===== src/rtl/ternary_operand_collector.sv =====
// Packs a valid/ready word stream into operand triples for a 3-input adder.
// The registered sum is returned on a valid/ready result port with the real operand count.
module ternary_operand_collector #(
  parameter int W = 5
) (
  input  logic         clk,
  input  logic         rst,
  input  logic [W-1:0] in_data,
  input  logic         in_valid,
  output logic         in_ready,
  input  logic         flush,
  output logic [W-1:0] add_a,
  output logic [W-1:0] add_b,
  output logic [W-1:0] add_c,
  input  logic [W-1:0] add_q,
  output logic [W-1:0] res_data,
  output logic [1:0]   res_n,
  output logic         res_valid,
  input  logic         res_ready,
  output logic         busy
);

  // Handshakes: a word moves when in_valid && in_ready at a rising edge; a result
  // moves when res_valid && res_ready. Data is held stable while valid && !ready.

  localparam logic [0:0] COLLECT = 1'b0;
  localparam logic [0:0] EVAL    = 1'b1;

  logic [0:0]          state_q, state_d;
  logic [1:0]          cnt_q, cnt_d;
  logic [2:0][W-1:0]   slot_q, slot_d;
  logic [1:0]          size_q, size_d;
  logic [W-1:0]        res_data_q, res_data_d;
  logic [1:0]          res_n_q, res_n_d;
  logic                res_valid_q, res_valid_d;

  logic collect;
  logic accept;
  logic flush_close;

  always_comb begin
    collect     = (state_q == COLLECT);
    // Any word that would close a group must wait for the result slot to drain.
    in_ready    = collect && !(res_valid_q && ((cnt_q == 2'd2) || flush));
    accept      = in_valid && in_ready;
    flush_close = collect && flush && !accept && (cnt_q != 2'd0) && !res_valid_q;
  end

  always_comb begin
    state_d     = state_q;
    cnt_d       = cnt_q;
    slot_d      = slot_q;
    size_d      = size_q;
    res_data_d  = res_data_q;
    res_n_d     = res_n_q;
    res_valid_d = res_valid_q;

    if (res_valid_q && res_ready) begin
      res_valid_d = 1'b0;
    end

    if (state_q == EVAL) begin
      res_data_d  = add_q;
      res_n_d     = size_q;
      res_valid_d = 1'b1;
      state_d     = COLLECT;
    end else if (accept) begin
      // Starting a group clears every slot, so unwritten slots of a short group read zero.
      if (cnt_q == 2'd0) begin
        slot_d = '0;
      end
      slot_d[cnt_q] = in_data;
      if ((cnt_q == 2'd2) || flush) begin
        size_d  = cnt_q + 2'd1;
        cnt_d   = 2'd0;
        state_d = EVAL;
      end else begin
        cnt_d = cnt_q + 2'd1;
      end
    end else if (flush_close) begin
      size_d  = cnt_q;
      cnt_d   = 2'd0;
      state_d = EVAL;
    end
  end

  always_ff @(posedge clk or posedge rst) begin
    if (rst) begin
      state_q     <= COLLECT;
      cnt_q       <= 2'd0;
      slot_q      <= '0;
      size_q      <= 2'd0;
      res_data_q  <= '0;
      res_n_q     <= 2'd0;
      res_valid_q <= 1'b0;
    end else begin
      state_q     <= state_d;
      cnt_q       <= cnt_d;
      slot_q      <= slot_d;
      size_q      <= size_d;
      res_data_q  <= res_data_d;
      res_n_q     <= res_n_d;
      res_valid_q <= res_valid_d;
    end
  end

  assign add_a     = slot_q[0];
  assign add_b     = slot_q[1];
  assign add_c     = slot_q[2];
  assign res_data  = res_data_q;
  assign res_n     = res_n_q;
  assign res_valid = res_valid_q;
  assign busy      = (cnt_q != 2'd0) || (state_q == EVAL) || res_valid_q;

endmodule


===== config.mk =====
export PLATFORM = sky130hd
export DESIGN_NAME = ternary_operand_collector
export DESIGN_NICKNAME = d
export VERILOG_FILES = /design/src/rtl/ternary_operand_collector.sv
export SDC_FILE = /design/constraint.sdc
export NUM_CORES = 1
export LEC_CHECK = 0
export ABC_AREA = 1
export CAP_MARGIN = 20
export CORE_MARGIN = 1.5
export CORE_UTILIZATION = 35
export CTS_CLUSTER_SIZE = 8
export DETAILED_ROUTE_END_ITERATION = 8
export PLACE_DENSITY = 0.72
export SKIP_CTS_REPAIR_TIMING = 1
export SLEW_MARGIN = 0
export SYNTH_ARGS = -nofsm -noshare
export SYNTH_HDL_FRONTEND = slang
export SYNTH_SLANG_ARGS = --single-unit
export TNS_END_PERCENT = 30

===== constraint.sdc =====
create_clock -name clk -period 1.7 [get_ports clk]
set_clock_uncertainty 0.15 [all_clocks]
set_input_delay 0.255 -clock clk [delete_from_list [all_inputs] [get_ports clk]]
set_output_delay 0.255 -clock clk [all_outputs]
set_load 0.01 [all_outputs]

==> results.json <==
{
  "finalWorstSetupSlack_ps": -39.18,
  "ys_top_cells_by_area": "dfrtp_1, nand2_1, nor2_4",
  "drv_cap": 0,
  "rsz0062_at_grt": "yes",
  "grt_overflow": 0,
  "netlist.area_leader.share_pct": 55.61,
  "cp_top_family": "simple AND/OR/NAND/NOR gates",
  "grt_pass1_vias": 992,
  "timing.final.crit_share_pct": 102.3,
  "leakagePower_nw": 1.130,
  "ys_seq_elements": 28,
  "dpl_cell_area_um2": 1782,
  "drc_errors": 0,
  "clock.fmax_mhz": 575.0,
  "die_w_um": 63,
  "grt_max_degree": 29,
  "design_area_um2": 1941,
  "cpMaxStageDelayCell": "dfrtp_1",
  "layout_commonest_cell": "nand2_1",
  "initialDrtViolationCount": 20,
  "powerDensity_nw_per_um2": 1713,
  "violations": "negative setup slack",
  "worstSetupPathType": "flop to flop",
  "crit_buf_inv": 2,
  "cts_buffers": 3,
  "syn_nets": 163,
  "port_buffers": 39,
  "hold_violations": 0,
  "yosysWarnings": 0,
  "tns_ps": -102.5,
  "fin_nets": 220,
  "fill_cells": 294,
  "fp.coreArea_um2": 3390,
  "critPathCaptureType": "flop",
  "avgSynthCellArea_um2": 8.689,
  "grt_usage_pct": 14.09,
  "hold_ws_ps": 131.2,
  "via_per_inst": 4.397,
  "vias": 1086,
  "hp-class": "input pin to async pin",
  "pre_cts_ws_ps": -236.0,
  "cts_buffer_depth": 2,
  "crit_arrival_ps": 1860,
  "wl_um": 2728,
  "setup_viol": 7,
  "seq_area_frac_synth_pct": 55.61,
  "cp_max_fo": 7,
  "top_level_ports": 40,
  "fin_util_pct": 57.25,
  "cts_tree": "yes",
  "die-area_um2": 3969,
  "clock_latency_ps": 310,
  "slew_headroom_pct": 77.35,
  "die_y_um": 63,
  "syn_inst": 145,
  "most-common-layout-cells": "nand2_1, dfrtp_1, clkdlybuf4s50_1",
  "cpPeakStageDelay_ps": 440,
  "hpwlAfterDp_um": 2033,
  "grt_antenna_before_repair": 0,
  "initial_core_util_pct": 37.17,
  "yosysTopAreaCell": "dfrtp_1",
  "peakVddDrop_mv": 0.6376,
  "ant_nets": 0,
  "cp.required_ps": 1820,
  "crit_top_cell": "nand2_1",
  "finalCriticalPeriod_ps": 1739,
  "gp_congestion": 0.8110,
  "drv_slew": 0,
  "cts_max_level": 1,
  "start_kind": "flop",
  "drt_pass1_iterations": 4,
  "cts_sinks": 28,
  "clk_pin_slew_worst_paths_ps": 140,
  "fin_cells": 247,
  "worstMarginPinSlew_ps": 339.7,
  "grt_pass1_wl_um": 4464,
  "outcome": "complete, but fails checks",
  "synth_cell_types": 16,
  "crit_chain": "ha_4 -> buf_6 -> o21ai_4 -> nand3_4 -> nor2_8 -> buf_4 -> nand2_1 -> nand2_1",
  "cts_root_buf": "clkbuf_4",
  "drive_gt1_share_pct": 18.41,
  "dp_cells": 240,
  "rows": 21,
  "synthToLayoutAreaGrowth_pct": 54.02,
  "wl_per_cell_um": 11.04,
  "p_total_mw": 3.325,
  "syn_area_um2": 1260,
  "antenna_cells": 0
}
==> worst paths after layout <==
path / startpoint / depth (start not counted) / to / slack [ps]
max in group asynchronous: rst / 3 / res_n[1]$_DFFE_PP0P_ / 1020
hold reg to reg: add_b[4]$_DFFE_PP0P_ / 2 / add_b[4]$_DFFE_PP0P_ / 330
setup / recovery: cnt_q[1]$_DFFE_PP0P_ / 8 / add_a[2]$_DFFE_PP0P_ / -40
setup reg to reg: cnt_q[1]$_DFFE_PP0P_ / 8 / add_a[2]$_DFFE_PP0P_ / -40
hold / removal: rst / 3 / res_data[3]$_DFFE_PP0P_ / 130
min in group clk: add_q[3] / 3 / res_data[3]$_DFFE_PP0P_ / 320
==> synth_stat cells, drive strengths merged <==
cell	count
nand3	9
ha	3
dfrtp	28
buf	2
o31ai	1
nand2	82
nor2	6
o21ai	4
inv	10
==> sequential cells by signal, summed over array words and instances (netlist names) <==
name       cells
res_data       5
add_a          5
add_b          5
size_q         2
add_c          5
res_n          2
state_q        1
res_valid      1
cnt_q          2
==> area by class of cell <==
| type | instances | area, um^2 | area share [%] |
|---|---|---|---|
| Timing Repair Buffer | 54 | 536.8 | 27.66 |
| Tap cell | 46 | 57.56 | 2.966 |
| Clock inverter | 1 | 30.03 | 1.547 |
| Inverter | 10 | 45.04 | 2.321 |
| Multi-Input combinational cell | 105 | 548.0 | 28.24 |
| Clock buffer | 3 | 22.52 | 1.161 |
| Sequential cell | 28 | 700.7 | 36.11 |
==> metal layers <==
layer | GRT usage, % | up-vias | share of wire (%)
met2 | 20.48 | 37 | 46
met3 | 1.802 | 2 | 5.1
met1 | 21.04 | 487 | 48
met4 | 5.833 | 0 | 1.1
li1 | - | 560 | -
met5 | 0 | - | 0
==> power breakdown <==
part | internal (mW) | switching, mW | total [mW]
clock network | 0.238 | 0.181 | 0.419
logic | 0.879 | 0.901 | 1.78
registers | 0.964 | 0.161 | 1.13
==> worst min-delay path: stages <==
cell and delay (ps):
clkdlybuf4s50_1 400, inv_1 50, buf_4 310
==> cell families after synthesis <==
group,after synthesis,synth area share [%]
simple gates,97,34.46
flops,28,55.61
buf+inv,12,4.468
compound gates,5,2.483
fa+ha+maj,3,2.979
No activity file was read; power rests on OpenSTA's default activity.
